[src/rtl/mold_udp_tx_framer_pkg.sv]
// Shared header layouts, protocol constants and FSM encoding for the MoldUDP64 TX framer.
package mold_udp_tx_framer_pkg;

  localparam logic [47:0] DEVICE_MAC     = 48'h02_00_00_00_00_01;
  localparam logic [31:0] DEVICE_IP      = 32'hC0A8_0A01;
  localparam logic [15:0] ETH_IP_V4_TYPE = 16'h0800;
  localparam logic [7:0]  TTL            = 8'd64;
  localparam logic [7:0]  PROTOCOL       = 8'd17;

  localparam int ETH_HDR_LEN  = 14;
  localparam int IP_HDR_LEN   = 20;
  localparam int UDP_HDR_LEN  = 8;
  localparam int MOLD_HDR_LEN = 20;
  localparam int HDR_LEN      = ETH_HDR_LEN + IP_HDR_LEN + UDP_HDR_LEN + MOLD_HDR_LEN;
  localparam int IP_WORDS     = IP_HDR_LEN / 2;

  typedef enum logic [1:0] {IDLE, CHKSUM, HDR, PAYLOAD} state_t;

  typedef struct packed {
    logic [47:0] dst_mac;
    logic [47:0] src_mac;
    logic [15:0] eth_type;
  } eth_hdr_t;

  typedef struct packed {
    logic [3:0]  version;
    logic [3:0]  ihl;
    logic [7:0]  tos;
    logic [15:0] total_len;
    logic [15:0] id;
    logic [2:0]  flags;
    logic [12:0] frag_off;
    logic [7:0]  ttl;
    logic [7:0]  protocol;
    logic [15:0] chksum;
    logic [31:0] src_ip;
    logic [31:0] dst_ip;
  } ip_hdr_t;

  typedef struct packed {
    logic [15:0] src_port;
    logic [15:0] dst_port;
    logic [15:0] udp_len;
    logic [15:0] chksum;
  } udp_hdr_t;

  typedef struct packed {
    logic [79:0] session;
    logic [63:0] seq_num;
    logic [15:0] msg_cnt;
  } mold_hdr_t;

  // Fixed IPv4 fields: no options, ID 0, DF set, no fragmentation.
  function automatic ip_hdr_t mk_ip_hdr(input logic [15:0] total_len, input logic [15:0] chksum,
                                        input logic [31:0] src_ip, input logic [31:0] dst_ip);
    ip_hdr_t h;
    h.version   = 4'd4;
    h.ihl       = 4'd5;
    h.tos       = 8'h00;
    h.total_len = total_len;
    h.id        = 16'h0000;
    h.flags     = 3'b010;
    h.frag_off  = 13'd0;
    h.ttl       = TTL;
    h.protocol  = PROTOCOL;
    h.chksum    = chksum;
    h.src_ip    = src_ip;
    h.dst_ip    = dst_ip;
    return h;
  endfunction

endpackage

[src/rtl/ip_chksum_acc.sv]
// 16-bit ones-complement accumulator; one word per cycle when i_add, carry folded back every add.
module ip_chksum_acc (
  input  logic        i_clk,
  input  logic        i_rst,
  input  logic        i_clr,
  input  logic        i_add,
  input  logic [15:0] i_word,
  output logic [15:0] o_sum
);

  logic [15:0] r_acc;
  logic [16:0] w_sum;

  assign w_sum = {1'b0, r_acc} + {1'b0, i_word};
  assign o_sum = r_acc;

  // Folding each step keeps r_acc a valid ones-complement sum: 0xFFFE + 1 cannot carry again.
  always_ff @(posedge i_clk or posedge i_rst) begin
    if (i_rst) begin
      r_acc <= 16'h0000;
    end else if (i_clr) begin
      r_acc <= 16'h0000;
    end else if (i_add) begin
      r_acc <= w_sum[15:0] + {15'd0, w_sum[16]};
    end
  end

endmodule

[src/rtl/mold_udp_tx_framer.sv]
// Builds Eth/IPv4/UDP/MoldUDP64 frames around an ITCH payload: 11-cycle checksum pass, 62 header bytes,
// then payload passed through combinationally. All byte movement is gated by txReadyIn.
module mold_udp_tx_framer
  import mold_udp_tx_framer_pkg::*;
#(
  parameter logic [47:0] DST_MAC     = 48'h01005E000001,
  parameter logic [47:0] SRC_MAC     = DEVICE_MAC,
  parameter logic [31:0] SRC_IP      = DEVICE_IP,
  parameter logic [31:0] DST_IP      = 32'hE0000001,
  parameter logic [15:0] SRC_PORT    = 16'h4E20,
  parameter logic [15:0] DST_PORT    = 16'h4E21,
  parameter logic [79:0] SESS_ID     = 80'h4,
  parameter int          MAX_MSG_LEN = 1024
) (
  input  logic        clkIn,
  input  logic        rstIn,
  input  logic        startIn,
  input  logic [15:0] msgLenIn,
  input  logic [7:0]  itchDataIn,
  input  logic        itchValidIn,
  output logic        itchReadyOut,
  output logic [7:0]  txDataOut,
  output logic        txValidOut,
  output logic        txLastOut,
  input  logic        txReadyIn,
  output logic        busyOut,
  output logic        errOut
);

  state_t      r_state, w_state_nxt;
  logic [15:0] r_cnt, r_msg_len, r_chksum;
  logic [63:0] r_seq;
  logic        r_err;

  logic        w_len_ok, w_accept, w_fire, w_pay_last, w_hdr_done, w_chk_done;
  logic        w_acc_clr, w_acc_add;
  logic [15:0] w_ip_len, w_udp_len, w_acc_sum, w_acc_word;
  logic [5:0]  w_hdr_sel;

  eth_hdr_t    w_eth;
  ip_hdr_t     w_ip_calc, w_ip_tx;
  udp_hdr_t    w_udp;
  mold_hdr_t   w_mold;
  logic [IP_WORDS-1:0][15:0] w_ip_words;
  logic [HDR_LEN-1:0][7:0]   w_hdr_bytes;

  assign w_len_ok   = (msgLenIn != 16'd0) && (msgLenIn <= 16'(MAX_MSG_LEN));
  assign w_accept   = (r_state == IDLE) && startIn && w_len_ok;
  assign w_fire     = txValidOut && txReadyIn;
  assign w_pay_last = (r_cnt == r_msg_len - 16'd1);
  assign w_hdr_done = (r_cnt == 16'(HDR_LEN - 1));
  assign w_chk_done = (r_cnt == 16'(IP_WORDS));
  assign w_ip_len   = r_msg_len + 16'(IP_HDR_LEN + UDP_HDR_LEN + MOLD_HDR_LEN);
  assign w_udp_len  = r_msg_len + 16'(UDP_HDR_LEN + MOLD_HDR_LEN);

  assign w_eth       = '{dst_mac: DST_MAC, src_mac: SRC_MAC, eth_type: ETH_IP_V4_TYPE};
  assign w_ip_calc   = mk_ip_hdr(w_ip_len, 16'h0000, SRC_IP, DST_IP);
  assign w_ip_tx     = mk_ip_hdr(w_ip_len, r_chksum, SRC_IP, DST_IP);
  assign w_udp       = '{src_port: SRC_PORT, dst_port: DST_PORT, udp_len: w_udp_len, chksum: 16'h0000};
  assign w_mold      = '{session: SESS_ID, seq_num: r_seq, msg_cnt: 16'd1};
  assign w_hdr_bytes = {w_eth, w_ip_tx, w_udp, w_mold};
  assign w_ip_words  = w_ip_calc;

  // Byte 0 of the header sits in the most significant lane of the packed vector.
  assign w_hdr_sel  = 6'(HDR_LEN - 1) - r_cnt[5:0];
  assign w_acc_clr  = (r_state == IDLE);
  assign w_acc_add  = (r_state == CHKSUM) && (r_cnt < 16'(IP_WORDS));
  assign w_acc_word = w_acc_add ? w_ip_words[4'(IP_WORDS - 1) - r_cnt[3:0]] : 16'h0000;

  ip_chksum_acc u_chksum (
    .i_clk  (clkIn),
    .i_rst  (rstIn),
    .i_clr  (w_acc_clr),
    .i_add  (w_acc_add),
    .i_word (w_acc_word),
    .o_sum  (w_acc_sum)
  );

  always_ff @(posedge clkIn or posedge rstIn) begin
    if (rstIn) begin
      r_state <= IDLE;
    end else begin
      r_state <= w_state_nxt;
    end
  end

  always_comb begin
    w_state_nxt = r_state;
    unique case (r_state)
      IDLE:    if (w_accept) w_state_nxt = CHKSUM;
      CHKSUM:  if (w_chk_done) w_state_nxt = HDR;
      HDR:     if (w_fire && w_hdr_done) w_state_nxt = PAYLOAD;
      PAYLOAD: if (w_fire && w_pay_last) w_state_nxt = IDLE;
      default: w_state_nxt = IDLE;
    endcase
  end

  always_comb begin
    txValidOut   = 1'b0;
    txDataOut    = 8'h00;
    txLastOut    = 1'b0;
    itchReadyOut = 1'b0;
    busyOut      = 1'b1;
    unique case (r_state)
      IDLE:   busyOut = 1'b0;
      CHKSUM: busyOut = 1'b1;
      HDR: begin
        txValidOut = 1'b1;
        txDataOut  = w_hdr_bytes[w_hdr_sel];
      end
      PAYLOAD: begin
        txValidOut   = itchValidIn;
        txDataOut    = itchDataIn;
        txLastOut    = itchValidIn && w_pay_last;
        itchReadyOut = txReadyIn;
      end
      default: busyOut = 1'b0;
    endcase
  end

  assign errOut = r_err;

  // r_cnt is reused: checksum step, header byte index, payload byte index.
  always_ff @(posedge clkIn or posedge rstIn) begin
    if (rstIn) begin
      r_cnt     <= 16'd0;
      r_msg_len <= 16'd0;
      r_chksum  <= 16'h0000;
      r_seq     <= 64'd1;
      r_err     <= 1'b0;
    end else begin
      r_err <= (r_state == IDLE) && startIn && !w_len_ok;
      unique case (r_state)
        IDLE: begin
          r_cnt <= 16'd0;
          if (w_accept) r_msg_len <= msgLenIn;
        end
        CHKSUM: begin
          if (w_chk_done) begin
            r_chksum <= ~w_acc_sum;
            r_cnt    <= 16'd0;
          end else begin
            r_cnt <= r_cnt + 16'd1;
          end
        end
        HDR: begin
          if (w_fire) r_cnt <= w_hdr_done ? 16'd0 : r_cnt + 16'd1;
        end
        PAYLOAD: begin
          if (w_fire) begin
            if (w_pay_last) begin
              r_cnt <= 16'd0;
              r_seq <= r_seq + 64'd1;
            end else begin
              r_cnt <= r_cnt + 16'd1;
            end
          end
        end
        default: r_cnt <= 16'd0;
      endcase
    end
  end

endmodule

[config.mk]
export PLATFORM = sky130hd
export DESIGN_NAME = mold_udp_tx_framer
export DESIGN_NICKNAME = d
export VERILOG_FILES = /design/src/rtl/mold_udp_tx_framer_pkg.sv /design/src/rtl/ip_chksum_acc.sv /design/src/rtl/mold_udp_tx_framer.sv
export SDC_FILE = /design/constraint.sdc
export NUM_CORES = 1
export LEC_CHECK = 0
export CORE_MARGIN = 3
export CORE_UTILIZATION = 40
export DETAILED_ROUTE_END_ITERATION = 7
export GPL_TIMING_DRIVEN = 1
export HOLD_SLACK_MARGIN = 0.15
export PLACE_DENSITY_LB_ADDON = 0.2
export RECOVER_POWER = 50
export SETUP_SLACK_MARGIN = 0.15
export SKIP_CTS_REPAIR_TIMING = 1
export SYNTH_ARGS = -nofsm -noshare
export SYNTH_HDL_FRONTEND = slang
export SYNTH_SLANG_ARGS = --single-unit
[constraint.sdc]
create_clock -name clkIn -period 11.7 [get_ports clkIn]
set_input_delay 2.34 -clock clkIn [delete_from_list [all_inputs] [get_ports clkIn]]
set_output_delay 2.34 -clock clkIn [all_outputs]
set_load 0.02 [all_outputs]
==> results of run 1 <==
worst max-delay path, delay by kind of cell:
| kind | cells | cell delay (ps) |
|---|---|---|
| buffers and inverters | 3 | 4880 |
layout by cell type, fill, tap and decap left out, types with 39 or more instances in the layout:
cell,Yosys,layout
a21oi_1,48,48
dfrtp_1,130,129
ha_1,39,39
nand2_1,122,122
nand3_1,64,64
nor2_1,92,92
nor3_1,44,43
o21ai_0,74,74
xnor2_1,83,83
xor2_1,52,52
cell families after synthesis:
| kind of cell | after synthesis | share of synthesized area |
|---|---|---|
| buf+inv | 98 | 0.0399 |
| compound gates | 236 | 0.155 |
| flops | 131 | 0.335 |
| fa+ha+maj | 40 | 0.0519 |
| simple gates | 463 | 0.240 |
| mux | 40 | 0.0565 |
| xor+xnor | 135 | 0.121 |
state kept, by name (all words and copies together), names as in the netlist:
| register | cells |
|---|---|
| errOut | 1 |
| r_chksum | 16 |
| r_cnt | 16 |
| r_msg_len | 16 |
| r_seq | 64 |
| r_state | 2 |
| u_chksum.o_sum | 16 |
synth_stat cells (29+ instances only):
master / instances
clkbuf_1: 47
a21oi_1: 48
nor3_1: 44
dfrtp_1: 130
ha_1: 39
nand3_1: 64
nand2_1: 122
nor2_1: 92
and3_1: 30
inv_1: 29
o21ai_0: 74
xor2_1: 52
xnor2_1: 83
per-stage QoR:
stage / power (uW) / instance area [um^2]
3_5_place_dp: 483 / 10400
4_1_cts: 1040 / 11000
5_1_grt: 1060 / 10900
6_report: 1030 / 10900
2_1_floorplan: 469 / 9780
3_3_place_gp: 483 / 10400
layer usage:
| metal | track usage | vias to the layer above |
|---|---|---|
| met5 | 0 | - |
| li1 | - | 4104 |
| met2 | 0.346 | 242 |
| met3 | 0.0313 | 51 |
| met4 | 0.0744 | 0 |
| met1 | 0.320 | 4173 |
how the worst max path moves through the flow:
stage	startpoint	to	slack [ps]
global placement	itchValidIn	txLastOut	5620
floorplan	r_cnt[1]	u_chksum.o_sum[11]	5780
finish	rstIn	r_cnt[0]	3910
detailed placement	itchValidIn	txLastOut	5580
global route	rstIn	r_cnt[0]	2580
CTS	r_cnt[1]	txDataOut[0]	5430
report_power, final:
group	switching, uW	internal, uW
Combinational	11.5	8.53
Sequential	0	453
Clock	234	320
final cells by class:
| class | instances | area, um^2 |
|---|---|---|
| fill | 2334 | 12800 |
| clock buffer | 17 | 425 |
| sequential | 131 | 3280 |
| inverter | 30 | 114 |
| multi-input combinational | 914 | 6090 |
| clock inverter | 14 | 166 |
| tap | 319 | 399 |
| timing repair buffer | 50 | 470 |
==> results.md, run 1 <==
- Post-Syn Area: roughly 9800 um^2
- Top-area cell type share of the netlist area: 0.333
- Die ar.: 26,400 um^2
- Die width: between 150 and 200 um
- RSZ-0062 raised after global routing: no
- Worst Path Required: approximately 11,000 ps
- Critical Path End Type: asynchronous set/reset pin
- Status: complete, but fails checks
- Slew Limit Fails: around 190
- Min-delay worst type: register to register
- Drt drc: 0
- CTS Buf Count: 17
- Synthesis Warnings: 0
- Primary FF master, synth: dfrtp_1
- Final Routed Wirelength: approximately 29,000 um
- FF-to-FF Start: r_cnt[9]
- Flop2flop setup slack: ~5500 ps
- Die Y: 162 um
- Mapped Cells: 1,143
- Vias: between 8,000 and 9,000
- Proportion of layout cells with a drive suffix above 1: 0.0649
- Critical Path Fanout Max: 67
- Metal2 WL: 13,200 um
- Final period util: 0.666
- Slowest cell on crit path: clkbuf_1
- Highest clock rate: about 130 MHz
- Initial antenna violation count: 0
- Vias per inst: about 5.8
- Vias in the first global route: a little over 8,000
- HPWL after DPL: 20,800 um
- Worst Path Arrival: between 7000 and 8000 ps
- Final net count: 1,213
- Period minus WS final: between 7000 and 8000 ps
- Number of setup violations in the final report: 0
- Clock Tree Buf Depth: 2
- Hold Path Stages: 2
- Drt first pass iters: 5
- RR Endpoint: u_chksum.o_sum[11]
- Drt initial violations: between 800 and 900
- Setup CP Type: primary input to asynchronous set/reset pin
- Uppermost layer routed: met4
- #FFs+latches synth: roughly 130
- Gpl congestion: around 0.96
- I/O Pins: between 40 and 50
- Drt wl/cell: between 15 and 20 um
- H-tree levels: 4
- EDFF count, synth: 0
- Relative slew slack: -1.39
- CP Launch Type: primary input
- Clock Pin Slew Worst Setup and Hold Paths: approximately 60 ps
- First-pass GRT wire length: between 40,000 and 50,000 um
- PortBufs: 41
- DR WL met3: between 1500 and 2000 um
- Peak VDD IR: between 0.08 and 0.09 mV
- Failing checks: capacitance limit, slew limit
- CTS root buf: clkbuf_16
- Top cell type by total area after synthesis: dfrtp_1
- Worst Max-Slew Pin Slew: 3580 ps
- Ant. Diodes: 0
- Hold Path End: r_chksum[4]
- WL met1: 13,200 um
- Setup TNS: 0 ps
- Placed cell count: about 1,400
- Synth area leaders: dfrtp_1 (33%), xnor2_1 (7.4%), ha_1 (5.0%)
- Unique masters post-synth: 72
- Asr flop ratio synth: 1.00
- Sequential area share after synthesis: 0.335
- Clock skew: 16.2 ps
- Overall routing resource usage: 0.223
- Power Density: ~94 nW/um^2
- Hold Slack: 476 ps
- Syn Nets: between 1,000 and 1,500
- TritonCTS Sinks: roughly 130
- Core ar.: around 24,000 um^2
- Max cap viols: 4
- FF-to-FF path depth: 20
- Finished Core Util: 0.461
- CTS tree: done
- Fin worst setup slack: 3910 ps
- Non-Filler Instances: 1,475
- Cells along the critical path: dlygate4sd3_1 > clkinvlp_2 > clkbuf_1
- Area grow syn2layout: 11.9%
- Hold_sp: r_chksum[4]
- Clock Latency Late Sink: roughly 440 ps
- Mean Syn Cell Area: between 8 and 9 um^2
- Largest net degree at the start of global routing: ~70
- Dpl ws: between 5000 and 6000 ps
- Antenna viol nets, final: 0
- Pleak: 0.00473 uW
- Max incr delay on CP: 2640 ps
- Initial core utilization: 0.412
- Final-report hold violation count: 0
- GRT overflow: 0
- Row count: 56
Note: power is estimated with default switching activity, not from simulation.
==> inputs of run 2 (changes only) <==
==> constraint.sdc (replaced) <==
create_clock -name clkIn -period 6.4 [get_ports clkIn]
set_input_delay 1.28 -clock clkIn [delete_from_list [all_inputs] [get_ports clkIn]]
set_output_delay 1.28 -clock clkIn [all_outputs]
set_load 0.02 [all_outputs]
==> run 2 against run 1 <==
Net effect:
- the flow still finishes with violations (capacitance limit, slew limit)
- final cell count grew 0.47%
- sequential power grew 83%
- count of clock-buffer cells in the layout grew 1
- clock skew grew 3.1 ps
- critical path depth grew 16
- critical path type is now register to register
- largest power group unchanged
==> results.md, run 2 (synthesized netlist as in run 1, its figures left out) <==
- Setup TNS: 0 ps (unchanged)
- I/O Pins: 42 (unchanged)
- Overall routing resource usage: 0.221 (-0.00143)
- Critical Path End Type: register
- Non-Filler Instances: 1,482 (+0.47%)
- Row count: 56 (unchanged)
- Proportion of layout cells with a drive suffix above 1: 0.0748 (+0.00993)
- Slew Limit Fails: 119 (-36%)
- Slowest cell on crit path: ha_1
- Relative slew slack: -1.63 (-0.245)
- H-tree levels: 4 (unchanged)
- Die ar.: 26,400 um^2 (unchanged)
- Vias per inst: 5.84 (+0.54%)
- Highest clock rate: 178 MHz
- HPWL after DPL: 20,900 um (+0.42%)
- Hold Slack: 479 ps (+3.28 ps)
- Max cap viols: 2 (-2)
- Drt wl/cell: 19.2 um (-1.1%)
- Initial antenna violation count: 0 (unchanged)
- Switching portion of total power: 0.234 (-0.00536)
- Clock skew: 19.3 ps (+3.10 ps)
- Top reg by flops: r_seq
- Vias: 8,657 (+1.0%)
- Internal power: 1390 uW (+78%)
- Core ar.: 23,800 um^2 (unchanged)
- Area grow syn2layout: 12.5%
- CTS root buf: clkbuf_16
- CTS tree: done
- TritonCTS Sinks: 131 (unchanged)
- Worst Path Arrival: 5950 ps (-1280 ps)
- Failing checks: capacitance limit, slew limit
- First-pass GRT wire length: 46,500 um (+0.31%)
- Power Density: 165 nW/um^2 (+76%)
- Fin worst setup slack: 786 ps (-3120 ps)
- Drt first pass iters: 6 (+1)
- Period minus WS final: ~5600 ps
- Max incr delay on CP: 610 ps (-2030 ps)
- Largest net degree at the start of global routing: 86 (+26%)
- Status: complete, but fails checks
- Final net count: 1,219 (+0.49%)
- Die Y: 162 um (unchanged)
- Clock Tree Buf Depth: 2 (unchanged)
- Placed cell count: 1,450 (+0.42%)
- Critical Path Fanout Max: 17 (-75%)
- Final period util: 0.877
- Min-delay worst type: register to register
- Pleak: 0.00477 uW (+0.83%)
- RSZ-0062 raised after global routing: no
- Peak VDD IR: 0.172 mV (+110%)
- Leading cell types in the layout, fill and taps excluded: dfrtp_1 (129), nand2_1 (122), nor2_1 (92)
- Ant. Diodes: 0 (unchanged)
- CP Launch Type: register
- Worst Path Required: 6740 ps (-4400 ps)
- Drt initial violations: 825 (-1.2%)
- Gpl congestion: 0.900 (-6.1%)
- Clock Latency Late Sink: 430 ps (about the same)
- Dpl ws: 899 ps (-4680 ps)
- Most common cell after layout, fill and taps aside: dfrtp_1
- Final-report hold violation count: 0 (unchanged)
- Max reg flops: 64 (unchanged)
- Final Routed Wirelength: 28,500 um (-0.62%)
- Initial core utilization: 0.412 (unchanged)
- Clock share of power: 0.524 (-0.015)
- Clock Pin Slew Worst Setup and Hold Paths: 60 ps (about the same)
- WP buf/inv: 1 (-2)
- Reg power frac: 0.456 (+0.015)
- Antenna viol nets, final: 0 (unchanged)
- Worst Max-Slew Pin Slew: 3930 ps (+347 ps)
- PortBufs: 41 (unchanged)
- Number of setup violations in the final report: 0 (unchanged)
- Vias in the first global route: 8,294 (+1.9%)
- CTS Buf Count: 17 (unchanged)
- Setup CP Type: register to register
- GRT overflow: 0 (unchanged)
- Die width: 162 um (unchanged)
- Drt drc: 0 (unchanged)
- Comb pwr share: 0.021 (about the same)
- Sw power: 425 uW (+73%)
- Cells along the critical path: clkinv_1 > ha_1 > nor2_1 > nand3_1 > nor2_1 > ha_1 > a211oi_1 > o21ai_0 > a311oi_1 > o21ai_0 > a21o_1 > a21o_1 > ha_1 > and3_1 > and4b_1 > nand4_1 > nor2_1 > xor2_1 > a211oi_1
- Cell family with most CP delay: compound AO/OA/AOI/OAI gates
==> run 2: changes by cell type in the layout (fill, tap and decap cells not counted), moves of 2 or more <==
cell | before | now
inv_6 | 6 | 3
clkinv_4 | 1 | 4
clkinvlp_4 | 3 | 1
nor4_1 | 14 | 12
clkbuf_1 | 2 | 0
buf_4 | 7 | 14
clkinv_2 | 0 | 4
==> run 2: final timing paths <==
path | start | end | slack, ps | depth (start not counted)
max in group asynchronous | rstIn | r_seq[8] | 1550 | 3
hold reg to reg | r_seq[63] | r_seq[63] | 480 | 1
hold / removal | r_seq[63] | r_seq[63] | 480 | 1
setup / recovery | r_cnt[1] | u_chksum.o_sum[11] | 790 | 19
setup reg to reg | r_cnt[1] | u_chksum.o_sum[11] | 790 | 19
min in group asynchronous | rstIn | r_seq[56] | 2480 | 2
==> run 2: routing by layer <==
metal  up-vias  global-route usage  part of all wire
li1       4144                   -                 -
met1      4185               0.317              0.46
met2       276               0.336              0.45
met3        52              0.0361             0.052
met4         0              0.0865             0.032
met5         -                   0                 0
==> run 2: power groups by stage <==
stage | sequential (uW) | clock [uW] | combinational (uW)
after floorplan | 844 | 0 | 13.4
after global placement | 843 | 0 | 40.0
after detailed placement | 843 | 0 | 40.1
after CTS | 828 | 972 | 40.2
after global routing | 828 | 1020 | 42.7
final | 829 | 952 | 37.7
==> run 2: stage by stage <==
stage,util,cell area [um^2],total power [uW]
after detailed placement,0.439,10400,883
after floorplan,-,9780,857
final,0.463,11000,1820
after CTS,0.463,11000,1840
after global placement,0.439,10400,883
after global routing,0.463,11000,1890
==> run 2: cell type report <==
type | instances | area (um^2)
Clock buffer | 18 | 439
Clock inverter | 14 | 130
Fill cell | 2281 | 12800
Inverter | 30 | 114
Multi-Input combinational cell | 914 | 6120
Sequential cell | 131 | 3280
Tap cell | 319 | 399
Timing Repair Buffer | 56 | 520
==> inputs of run 3 (changes only) <==
--- a/config.mk
+++ b/config.mk
@@ -8,6 +8,7 @@
 export CORE_MARGIN = 3
 export CORE_UTILIZATION = 40
 export DETAILED_ROUTE_END_ITERATION = 7
+export DONT_BUFFER_PORTS = 1
 export GPL_TIMING_DRIVEN = 1
 export HOLD_SLACK_MARGIN = 0.15
 export PLACE_DENSITY_LB_ADDON = 0.2
==> run 3 against run 2 <==
Net effect:
- sequential power is essentially flat
- clock skew fell by 11 ps
- final area down 3.5%
- non-clock buffer count decreased by 40
- highest routed layer unchanged
- wire length up 0.78%
- critical path depth stayed put
- the run still ends with capacitance limit, slew limit left
- setup slack better by 70 ps
- flip-flop and latch count is the same
==> results.md, run 3 (synthesized netlist as in run 1, its figures left out) <==
- Flop2flop setup slack: 860 ps (+70 ps)
- Min-delay worst type: register to register
- Ant. Diodes: 0 (unchanged)
- PortBufs: 0 (-100%)
- Row count: 56 (unchanged)
- CP Launch Type: register
- Worst Path Required: 6730 ps (about the same)
- Die ar.: 26,400 um^2 (unchanged)
- RR Endpoint: u_chksum.o_sum[15]
- I/O Pins: 42 (unchanged)
- Period minus WS final: 5540 ps (-70.1 ps)
- Finished Core Util: 0.447 (-0.0162)
- Drt drc: 0 (unchanged)
- Crit. Startpoint: r_cnt[1]
- Max reg flops: 64 (unchanged)
- Peak VDD IR: 0.166 mV (-3.1%)
- Vias: 8,453 (-2.4%)
- Clock skew: 8.55 ps (-10.8 ps)
- Largest net degree at the start of global routing: 70 (-19%)
- Most common cell after layout, fill and taps aside: dfrtp_1
- Drt initial violations: 755 (-8.5%)
- Area grow syn2layout: 8.52%
- Final Routed Wirelength: 28,700 um (+0.78%)
- H-tree levels: 4 (unchanged)
- Status: complete, but fails checks
- Antenna viol nets, final: 0 (unchanged)
- Final-report hold violation count: 0 (unchanged)
- CTS tree: done
- GRT overflow: 0 (unchanged)
- HPWL after DPL: 21,000 um (+0.62%)
- FF-to-FF Start: r_cnt[1]
- Drt wl/cell: 19.9 um (+3.6%)
- Initial antenna violation count: 0 (unchanged)
- Relative slew slack: -1.10 (+0.534)
- Setup CP Type: register to register
- Proportion of layout cells with a drive suffix above 1: 0.0775 (+0.00266)
- Number of setup violations in the final report: 0 (unchanged)
- Final net count: 1,179 (-3.3%)
- Worst Path Arrival: 5870 ps (-80 ps)
- Gpl congestion: 0.900 (about the same)
- Power Density: 174 nW/um^2 (+5.0%)
- Failing checks: capacitance limit, slew limit
- Clock Pin Slew Worst Setup and Hold Paths: 60 ps (about the same)
- Slew Limit Fails: 134 (+13%)
- FF-to-FF path depth: 19 (unchanged)
- Overall routing resource usage: 0.221 (-0.000234)
- Setup TNS: 0 ps (unchanged)
- Highest clock rate: 180 MHz (+1.3%)
- Clock Latency Late Sink: 430 ps (about the same)
- CTS root buf: clkbuf_16
- Final period util: 0.866 (-0.0109)
- Vias in the first global route: 8,116 (-2.1%)
- Placed Instance Area: 10,000 um^2 (-3.9%)
- TritonCTS Sinks: 131 (unchanged)
- Initial core utilization: 0.412 (unchanged)
- Critical Path Fanout Max: 15 (-2)
- Worst Max-Slew Pin Slew: 3130 ps (-797 ps)
- Design Area, Final: 10,600 um^2 (-3.5%)
- Vias per inst: 5.86 (+0.35%)
- Clock Tree Buf Depth: 2 (unchanged)
- Drt first pass iters: 6 (unchanged)
- First-pass GRT wire length: 46,200 um (-0.55%)
- Leading cell types in the layout, fill and taps excluded: dfrtp_1 (129), nand2_1 (122), nor2_1 (92)
- CTS Buf Count: 17 (unchanged)
- Core ar.: 23,800 um^2 (unchanged)
- Die Y: 162 um (unchanged)
- Pleak: 0.00460 uW (-3.5%)
- Die width: 162 um (unchanged)
- Top reg by flops: r_seq
- Max cap viols: 2 (unchanged)
- RSZ-0062 raised after global routing: no
- CP Capture Point: u_chksum.o_sum[15]
- Critical Path End Type: register
==> run 3: cell count changes in the layout (fill, tap and decap cells not counted), sizes merged <==
cell,delta
dlygate4sd3,-3
clkdlybuf4s50,-38
clkbuf,+2
clkinvlp,+3
inv,+1
clkinv,-6
bufinv,+1
==> run 3: how the worst min path moves through the flow <==
| stage | to | from | cells past startpoint |
|---|---|---|---|
| 2_1_floorplan | r_chksum[0] | r_chksum[0] | 2 |
| 3_3_place_gp | r_chksum[7] | r_chksum[7] | 2 |
| 3_5_place_dp | r_seq[63] | r_seq[63] | 1 |
| 4_1_cts | r_seq[9] | r_seq[9] | 1 |
| 5_1_grt | r_seq[63] | r_seq[63] | 1 |
| 6_report | r_seq[9] | r_seq[9] | 1 |
==> run 3: metrics by stage <==
step           hold WS [ps]  instances  power, uW  worst slack, ps
3_5_place_dp            470       1410        863              911
6_report                478       1442       1840              856
2_1_floorplan           445       1143        857              480
4_1_cts                 480       1442       1860              878
5_1_grt                 507       1442       1900              170
3_3_place_gp            464       1410        864             1050
==> run 3: metal layers <==
layer  global-route usage  routed length [um]  up-vias
li1                     -                   -     4044
met1                0.311               13100     4100
met2                0.356               13400      264
met3               0.0315                1600       45
met4               0.0651                 581        0
met5                    0                   0        -
==> run 3: final cells by class <==
cell class                 count  area (um^2)
sequential                   131         3280
tap                          319          399
inverter                      30          114
clock buffer                  19          443
clock inverter                13          148
fill                        2339        13100
multi-input combinational    914         6120
timing repair buffer          16          114
==> run 3: power by group <==
group | internal (uW) | switching (uW) | leakage [uW]
clock | 590 | 407 | 0.000277
combinational | 1.05 | 16.8 | 0.00260
sequential | 828 | 0 | 0.00172
==> run 3: critical path, cell delays in order, from the launching register on <==
cell      delay (ps)
dfrtp_1          350
clkinv_1         320
ha_1             600
nor2_1           450
nand3_1          260
nor2_1           200
ha_1             310
a211oi_1         320
o21ai_0          220
a311oi_1         410
o21ai_0          210
a21o_1           210
a21o_1           200
ha_1             200
and3_1           210
and4b_1          240
nand4_1          220
nor4_2           100
and4_1           220
nor3_1           200
